[src/rtl/posit_mul_arbiter.sv]
// Round-robin arbiter sharing one combinational posit multiplier between two requesters.
// Define POSIT_MUL_ARB_STATS_EN to add the a_count/b_count/stall_count statistics outputs.

module multiplier #(
  parameter int N  = 16,
  parameter int ES = 3
) (
  input  logic [N-1:0] x,
  input  logic [N-1:0] y,
  output logic [N-1:0] p
);

  localparam int MW = N - ES;
  localparam int FW = N - 1 - ES;
  localparam int PW = 2 * MW;
  localparam int VW = 2 + ES + (PW - 1) + N;
  localparam logic [N-1:0] NAR = {1'b1, {(N-1){1'b0}}};

  typedef struct packed {
    logic               sign;
    logic               zero;
    logic               nar;
    logic signed [31:0] scale;
    logic [MW-1:0]      mant;
  } dec_t;

  // Split a posit into sign, scale (regime*2^ES + exponent) and 1.fraction mantissa.
  function automatic dec_t decode(input logic [N-1:0] v);
    dec_t       d;
    logic [N-2:0] rem;
    logic [N-2:0] sh;
    logic       r0;
    logic       run;
    int         m;
    int         k;
    d      = '0;
    d.zero = (v == '0);
    d.nar  = (v == NAR);
    d.sign = v[N-1];
    rem    = v[N-1] ? (~v[N-2:0] + 1'b1) : v[N-2:0];
    r0     = rem[N-2];
    m      = 0;
    run    = 1'b1;
    for (int i = N - 2; i >= 0; i--) begin
      if (run && (rem[i] == r0)) m = m + 1;
      else run = 1'b0;
    end
    k       = r0 ? (m - 1) : -m;
    sh      = rem << (m + 1);
    d.scale = k * (2 ** ES) + int'(sh[N-2 -: ES]);
    d.mant  = {1'b1, sh[FW-1:0]};
    return d;
  endfunction

  dec_t               dx;
  dec_t               dy;
  logic [PW-1:0]      prod;
  logic [PW-2:0]      frac;
  int                 sc;
  int                 k;
  int                 amt;
  logic [ES-1:0]      e;
  logic               r;
  logic signed [VW-1:0] v;
  logic [N-2:0]       body;
  logic               guard;
  logic               sticky;

  // Rebuild regime|exponent|fraction left-aligned, let an arithmetic shift
  // stretch the regime, then round to nearest even and saturate to min/maxpos.
  always_comb begin
    dx   = decode(x);
    dy   = decode(y);
    prod = {{MW{1'b0}}, dx.mant} * {{MW{1'b0}}, dy.mant};
    sc   = dx.scale + dy.scale;
    if (prod[PW-1]) begin
      sc   = sc + 1;
      frac = prod[PW-2:0];
    end else begin
      frac = {prod[PW-3:0], 1'b0};
    end
    k      = sc >>> ES;
    e      = sc[ES-1:0];
    r      = (k >= 0);
    amt    = r ? k : (-k - 1);
    v      = {r, ~r, e, frac, {N{1'b0}}};
    v      = v >>> amt;
    body   = v[VW-1 -: N-1];
    guard  = v[VW-N];
    sticky = |v[VW-N-1:0];
    body   = body + {{(N-2){1'b0}}, guard & (sticky | body[0])};
    if (k > N - 2) body = '1;
    else if (k < -(N - 2)) body = {{(N-2){1'b0}}, 1'b1};
    if (dx.nar || dy.nar) p = NAR;
    else if (dx.zero || dy.zero) p = '0;
    else if (dx.sign ^ dy.sign) p = -{1'b0, body};
    else p = {1'b0, body};
  end

endmodule

module posit_mul_arbiter #(
  parameter int N  = 16,
  parameter int ES = 3
) (
  input  logic         clk,
  input  logic         rst,
  input  logic         a_valid,
  output logic         a_ready,
  input  logic [N-1:0] a_x,
  input  logic [N-1:0] a_y,
  input  logic         b_valid,
  output logic         b_ready,
  input  logic [N-1:0] b_x,
  input  logic [N-1:0] b_y,
  output logic         out_valid,
  input  logic         out_ready,
  output logic [N-1:0] out_posit,
  output logic         out_id
`ifdef POSIT_MUL_ARB_STATS_EN
  ,
  output logic [31:0]  a_count,
  output logic [31:0]  b_count,
  output logic [31:0]  stall_count
`endif
);

  logic         s1_valid;
  logic [N-1:0] s1_x;
  logic [N-1:0] s1_y;
  logic         s1_id;
  logic         last_grant;
  logic [N-1:0] prod;
  logic         out_free;
  logic         s1_free;
  logic         grant_a;
  logic         grant_b;
  logic         a_fire;
  logic         b_fire;

  multiplier #(.N(N), .ES(ES)) u_mul (
    .x (s1_x),
    .y (s1_y),
    .p (prod)
  );

  // last_grant=1 means B was served last, so A wins the next tie.
  always_comb begin
    out_free = !out_valid || out_ready;
    s1_free  = !s1_valid || out_free;
    grant_a  = a_valid && (!b_valid || last_grant);
    grant_b  = b_valid && (!a_valid || !last_grant);
    a_ready  = s1_free && grant_a;
    b_ready  = s1_free && grant_b;
    a_fire   = a_valid && a_ready;
    b_fire   = b_valid && b_ready;
  end

  always_ff @(posedge clk or posedge rst) begin
    if (rst) begin
      s1_valid   <= 1'b0;
      s1_x       <= '0;
      s1_y       <= '0;
      s1_id      <= 1'b0;
      last_grant <= 1'b1;
    end else begin
      if (s1_free) begin
        s1_valid <= a_fire || b_fire;
        if (a_fire) begin
          s1_x  <= a_x;
          s1_y  <= a_y;
          s1_id <= 1'b0;
        end else if (b_fire) begin
          s1_x  <= b_x;
          s1_y  <= b_y;
          s1_id <= 1'b1;
        end
      end
      if (a_fire) last_grant <= 1'b0;
      else if (b_fire) last_grant <= 1'b1;
    end
  end

  // Output register: refills from stage 1 whenever it is empty or being drained.
  always_ff @(posedge clk or posedge rst) begin
    if (rst) begin
      out_valid <= 1'b0;
      out_posit <= '0;
      out_id    <= 1'b0;
    end else if (out_free) begin
      out_valid <= s1_valid;
      if (s1_valid) begin
        out_posit <= prod;
        out_id    <= s1_id;
      end
    end
  end

`ifdef POSIT_MUL_ARB_STATS_EN
  always_ff @(posedge clk or posedge rst) begin
    if (rst) begin
      a_count     <= '0;
      b_count     <= '0;
      stall_count <= '0;
    end else begin
      if (a_fire) a_count <= a_count + 32'd1;
      if (b_fire) b_count <= b_count + 32'd1;
      if (out_valid && !out_ready) stall_count <= stall_count + 32'd1;
    end
  end
`endif

endmodule

[config.mk]
export PLATFORM = sky130hd
export DESIGN_NAME = posit_mul_arbiter
export DESIGN_NICKNAME = d
export VERILOG_FILES = /design/src/rtl/posit_mul_arbiter.sv
export SDC_FILE = /design/constraint.sdc
export NUM_CORES = 1
export LEC_CHECK = 0
export CELL_PAD_IN_SITES_DETAIL_PLACEMENT = 1
export CELL_PAD_IN_SITES_GLOBAL_PLACEMENT = 2
export CORE_ASPECT_RATIO = 0.7
export CORE_MARGIN = 2
export CORE_UTILIZATION = 38
export DETAILED_ROUTE_END_ITERATION = 10
export PLACE_DENSITY_LB_ADDON = 0.1
export SLEW_MARGIN = 20
export SYNTH_ARGS = -nofsm -noshare
export SYNTH_HDL_FRONTEND = slang
export SYNTH_SLANG_ARGS = --single-unit
export TNS_END_PERCENT = 100
[constraint.sdc]
create_clock -name clk -period 28.3 [get_ports clk]
set_clock_uncertainty 0.05 [all_clocks]
set_input_delay 7.075 -clock clk [delete_from_list [all_inputs] [get_ports clk]]
set_output_delay 7.075 -clock clk [all_outputs]
set_load 0.03 [all_outputs]
After elaboration in Yosys (flattened, before gate mapping). Cells that the tools add are included.

Add/subtract/negate cells: 42. $mul: 1. Order comparisons: 3. Eq/ne operators: 30. Shift-type cells: 3. Multiplexer cells: 72. Bitwise gates (word level): 6. Reductions and logical operators: 50.

Operators with widths (count): adder 32 x 2 -> 32 bit, second input constant (28); two-way mux 32 bit (28); two-way mux 16 bit (7); adder 32 x 4 -> 32 bit (2); left shift 15 x 32 -> 15 bit (2); two-way mux 15 bit (4); two-way mux 29 bit (2); negation 29 bit (2); subtractor 29 x 2 -> 29 bit, second input constant (2); >>> shifter 46 x 32 -> 46 bit (1); adder 32 bit (1); == test 16 bit, second input constant (2); logical AND 1 bit (32); logical NOT 16 bit (2); negation 29 -> 32 bit (1); subtractor 32 x 2 -> 32 bit, second input constant (1); adder 15 x 1 -> 15 bit, second input constant (2); inverter 15 bit (2); OR reduction 30 bit (1); greater-or-equal comparator 29 x 1 -> 1 bit, second input constant (1); greater-than comparator 29 x 5 -> 1 bit, second input constant (1); less-than comparator 29 x 5 -> 1 bit, second input constant (1); == test 1 bit (28); two-way mux 1 bit (28); 14 further kinds (26).

Register bits after elaboration: 53. Word-level logic and storage cells: 215.

Longest topological paths before layout.
Depth in word-level cells: 51. Depth in mapped cells: 108. Gate-level depth less buffers: 98.

Hierarchy. From an unflattened synthesis, not the netlist that was laid out.

Cell total of the unflattened synthesis: 3258. Area total of the unflattened synthesis: 23814.1 um2.

By module, submodules not included: multiplier (times used 1, cells an instance 3088, area an instance 20952.6 um2, sequential area each 0.0 um2); posit_mul_arbiter (times used 1, cells an instance 170, area an instance 2861.5 um2, sequential area each 1327.5 um2).

Worst setup path before layout. No wires, ideal clock.

Kind: flip-flop to flip-flop. From: reg s1_x[9]. To: reg out_posit[15]. Library setup time: 0.126 ns. Arrival time: 23.400 ns. Data required time: 28.124 ns. Path slack: 4.725 ns. Stages on the path, launching flop included: 103. Path buffers: 10. Period minus slack after synthesis: 23.575 ns. Cell sequence: dfrtp_1 > or4_1 > o41ai_4 > xnor2_1 > clkbuf_1 > nand2_1 > o22a_1 > ha_1 > inv_1 > a2111oi_0 > a211oi_1 > o22ai_1 > ha_1 > nor2_1 > nor2_1 > ha_1 > nand2_1 > a31oi_1 > [... 67 more ...] > ha_1 > nor3_1 > mux2_2 > a21oi_2 > a2111oi_0 > a311o_2 > nand2b_4 > inv_2 > ha_1 > inv_1 > nor3_1 > and3_1 > o211ai_1 > a2111oi_4 > nand4_2 > nor4_1 > o2111ai_1 > a221o_1.

Longest elaborated chain between the ends: 51. Elaborated cells between the ends (all ways): 103. Those cells by class: add/sub: 24; mul: 1; order compare: 3; eq/ne: 15; shift: 2; mux: 37; bitwise: 4; reduce/logical: 17.

RTL lines: start, declared (line 129) `logic [N-1:0] s1_x;`; start signal, assigned (line 162) `s1_x <= '0;`; start signal, assigned (line 170) `s1_x <= a_x;`; start signal, assigned (line 174) `s1_x <= b_x;`; inverter 15 bit (line 40) `rem = v[N-1] ? (~v[N-2:0] + 1'b1) : v[N-2:0];`; adder 15 x 1 -> 15 bit (line 40); two-way mux 15 bit (line 40); == test 1 bit (line 45) `if (run && (rem[i] == r0)) m = m + 1;`; two-way mux 2 bit or two-way mux 1 bit (tied branches) (line 45); adder 32 x 2 -> 32 bit or logical AND 1 bit (tied branches) (line 45); two-way mux 32 bit or two-way mux 1 bit (tied branches) (line 45); adder 32 x 2 -> 32 bit or logical AND 1 bit (tied branches) (line 45); [... 35 more ...]; AND 1 bit (line 91) `body = body + {{(N-2){1'b0}}, guard & (sticky | body[0])};`; adder 15 x 1 -> 15 bit (line 91); two-way mux 15 bit (line 93) `else if (k < -(N - 2)) body = {{(N-2){1'b0}}, 1'b1};`; two-way mux 15 bit (line 92) `if (k > N - 2) body = '1;`; negation 15 -> 16 bit (line 96) `else if (dx.sign ^ dy.sign) p = -{1'b0, body};`; two-way mux 16 bit (line 96); two-way mux 16 bit (line 95) `else if (dx.zero || dy.zero) p = '0;`; two-way mux 16 bit (*) (line 94) `if (dx.nar || dy.nar) p = NAR;`; end signal, assigned (line 193) `out_posit <= prod;`; end, declared (line 118) `output logic [N-1:0] out_posit,`.

Mark *: on every way between the ends. The rest lies on a longest branch, timed or not. A chain may end at the register's enable or synchronous reset.

Final worst setup path.
From: reg s1_x[0]. To: reg out_posit[14].

The elaborated chain is that of the path after synthesis.

==> results.md <==
* Most frequent cell on the critical path: sky130_fd_sc_hd__ha_1
* Syn avg cell area at 7.08 µm²
* Post-synthesis sequential area ratio at slightly below 6%
* Max Transition Viols Final at 0
* Area share of the largest cell type after synthesis at 10.7%
* Class of the tightest hold or removal check: flop to flop
* Startpoint of the worst hold path: s1_id
* HPWL Detailed at 78700 µm
* Yosys warnings at 0
* Post-detailed-route count of antenna-violating nets at 0
* Total CTS buffers at 5
* Number of design rule violations left after detail routing at 0
* Total of flip-flops plus latches after synthesis at 53
* Most frequent cell after synthesis: sky130_fd_sc_hd__nand2_1
* Buffer type at the clock tree root: sky130_fd_sc_hd__clkbuf_16
* Initial Utilization at 38.3%
* Startpoint of the most critical setup path: s1_x[0]
* Data required, critical path at 28.44 ns
* Maximum clock path buffer count at 2
* Count of vias placed by the detailed router at between 20000 and 30000
* Total length of routed wires at 97600 µm
* Cell family contributing the most delay on the critical path: compound AO/OA/AOI/OAI gates
* Maximum number of pins on one net before global-route repair at between 60 and 70
* Post-synthesis cell area at 0.0228 mm²
* Arrival time of the worst setup path at 26.54 ns
* Relative slew margins at roughly a fifth
* Global route total overflow at 0
* Dominant cells by area after synthesis: sky130_fd_sc_hd__fa_1 (11%), sky130_fd_sc_hd__ha_1 (7.2%), sky130_fd_sc_hd__nand2_1 (6.5%)
* Setup CP Type: flop to flop
* DR pass1 iterations at 6
* Length in cells of the worst reg-to-reg path at roughly 90
* Commonest cells post-synth: sky130_fd_sc_hd__nand2_1 (398), sky130_fd_sc_hd__nor2_1 (323), sky130_fd_sc_hd__inv_1 (257)
* Period minus WS final at 26.39 ns
* Kind of launch point of the worst setup path: flop
* Number of placed I/O pins at 89
* CTS sink count at 53
* Total routing usage reported by global routing at 30.8%
* Floorplan row count at 75
* Number of standard cells after synthesis at 3225
* H-tree depth at 2
* Net count reported at finish at 3551
* Worst Setup EP: out_posit[14]
* Setup violators final at 0
* Antenna Cells at 0
* Initial DRC Count at 2190
* Placeable core region at 0.0597 mm²
* Port Buffers at 88
* Cell type with the highest aggregate area in the netlist: sky130_fd_sc_hd__fa_1
* Setup repair after global routing missed its margin: false
* Ratio of routed vias to standard cells at 6.28
* Ratio of cells with drive above 1 in the final layout at about 7.5%
* Final Cycle Share at a little over 90%
* Async set or reset register ratio after synthesis at 100%
* Worst flop-to-flop path startpoint: s1_x[0]
* Worst-path cell with the longest stage delay: sky130_fd_sc_hd__or4b_2
* Slowest Stage Delay on Critical Path at 0.67 ns
* Largest fanout on the critical path at 31
* Number of flops mapped to enable cells by yosys at 0
* Die extent in x at between 200 and 300 µm
* Die outline height at around 210 µm
* Post-Syn Nets at 3547
* Number of max-cap violations at 0
* Wire length of the first global-routing pass at 153000 µm
* Final total negative setup slack at 0 ns
* Most common flop cell mapped by yosys: sky130_fd_sc_hd__dfrtp_1
* Post-CTS clock slew at the launch and capture registers of the worst setup and hold paths at 0.07 ns
* Clock tree from TritonCTS: done
* Wire per inst at 24.2 µm
* Setup slack on the worst flop-to-flop path at around 1.9 ns
* Critical R2R Capture: out_posit[14]
* Result of the run: complete, no violations
* Number of buffer and inverter stages on the critical path at 9
* Hold Fails Final Rpt at 0
* Total number of cells along the worst setup path at 92
* Slew of the pin with the lowest slew margin at around 1.2 ns
* Peak Freq at 0.0379 GHz
* Number of different library cells in the post-synthesis netlist at 139
* Overall die area at 0.0621 mm²
* Number of global-route vias before repair at 25900
* Endpoint class of the critical path: flop
* Insertion delay to the later sink of the worst-skew pair at 0.32 ns
* Initial antenna violation count at 1
* Layout area overhead at 8.81%
* Final RePlAce weighted congestion at approximately 1
## how the worst min path moves through the flow
stage	endpoint	slack, ns	depth (start not counted)
finish	s1_id	0.44	2
global route	out_posit[1]	0.47	2
CTS	s1_id	0.44	2
detailed placement	s1_id	0.42	2
global placement	s1_id	0.41	2
floorplan	s1_id	0.39	2
## what timing repair did
item,4_1_cts,5_1_grt
setup buffers,0,0
endpoints found under the setup margin,0,16
resized for setup,0,10
hold buffers,0,0
## cell type report
| class | count | area, µm² |
|---|---|---|
| clock inverters | 2 | 15.0 |
| flip-flops and latches | 53 | 1330 |
| fillers | 7571 | 34800 |
| inverters | 264 | 993 |
| repair buffers | 147 | 1320 |
| multi-input cells | 2758 | 20100 |
| clock buffers | 6 | 129 |
| well taps | 808 | 1010 |
## registers in the layout, indices dropped and copies added (netlist names)
name	flops
s1_id	1
s1_valid	1
out_id	1
s1_x	16
out_posit	16
out_valid	1
last_grant	1
s1_y	16
## cells in the final DEF, fill, tap and decap left out, types with 13 or more instances in the layout
cell and instances:
sky130_fd_sc_hd__a2111oi_0 13, sky130_fd_sc_hd__a211o_1 14, sky130_fd_sc_hd__a211oi_1 46, sky130_fd_sc_hd__a21o_1 49, sky130_fd_sc_hd__a21oi_1 195, sky130_fd_sc_hd__a22oi_1 16, sky130_fd_sc_hd__a31oi_1 72, sky130_fd_sc_hd__and2_1 44
sky130_fd_sc_hd__and3_1 35, sky130_fd_sc_hd__buf_4 59, sky130_fd_sc_hd__clkdlybuf4s50_1 88, sky130_fd_sc_hd__dfrtp_1 52, sky130_fd_sc_hd__fa_1 122, sky130_fd_sc_hd__ha_1 131, sky130_fd_sc_hd__inv_1 256, sky130_fd_sc_hd__mux2_2 33
sky130_fd_sc_hd__mux2i_1 59, sky130_fd_sc_hd__nand2_1 398, sky130_fd_sc_hd__nand2b_1 30, sky130_fd_sc_hd__nand3_1 106, sky130_fd_sc_hd__nand4_1 42, sky130_fd_sc_hd__nor2_1 317, sky130_fd_sc_hd__nor2b_1 21, sky130_fd_sc_hd__nor3_1 94
sky130_fd_sc_hd__nor4_1 36, sky130_fd_sc_hd__o2111ai_1 14, sky130_fd_sc_hd__o211ai_1 30, sky130_fd_sc_hd__o21a_1 26, sky130_fd_sc_hd__o21ai_0 171, sky130_fd_sc_hd__o21ai_1 15, sky130_fd_sc_hd__o22ai_1 26, sky130_fd_sc_hd__o31ai_1 14
sky130_fd_sc_hd__or2_2 16, sky130_fd_sc_hd__or3_1 36, sky130_fd_sc_hd__or4_1 15, sky130_fd_sc_hd__xnor2_1 149, sky130_fd_sc_hd__xor2_1 51
## layer usage
| layer | global-route usage [%] | wire [µm] | part of all wire [%] | vias up |
|---|---|---|---|---|
| li1 | - | - | - | 11600 |
| met1 | 46.3 | 48000 | 49 | 12800 |
| met2 | 45.4 | 40600 | 42 | 833 |
| met3 | 6.54 | 7690 | 7.9 | 89 |
| met4 | 4.70 | 1200 | 1.2 | 4 |
| met5 | 1.08 | 108 | 0.11 | - |
## kinds of logic after synthesis
kind of cell	after synthesis	synth area share (%)
flops	53	5.81
xor+xnor	228	9.81
simple gates	1273	27.1
mux	100	4.88
fa+ha+maj	253	17.9
compound gates	904	27.4
buf+inv	414	7.06
## metrics by stage
| step | worst slack (ns) | area, µm² | hold WS (ns) | util, % | instances |
|---|---|---|---|---|---|
| floorplan | 4.72 | 22800 | 0.393 | - | 3225 |
| CTS | 1.16 | 24800 | 0.440 | 41.6 | 4038 |
| detailed placement | 1.34 | 24700 | 0.423 | 41.3 | 4030 |
| global placement | 2.31 | 24700 | 0.406 | 41.3 | 4030 |
| finish | 1.91 | 24900 | 0.436 | 41.6 | 4038 |
| global route | 0.0753 | 24900 | 0.474 | 41.6 | 4038 |
## worst min-delay path: stages (launching register included)
cell and delay, ns:
sky130_fd_sc_hd__dfrtp_1 0.34, sky130_fd_sc_hd__nand2_1 0.05, sky130_fd_sc_hd__nand2_1 0.06
Power is left out: the tool's default activity adds up to more than one toggle a clock period on the data nets, which glitch-free logic cannot reach.
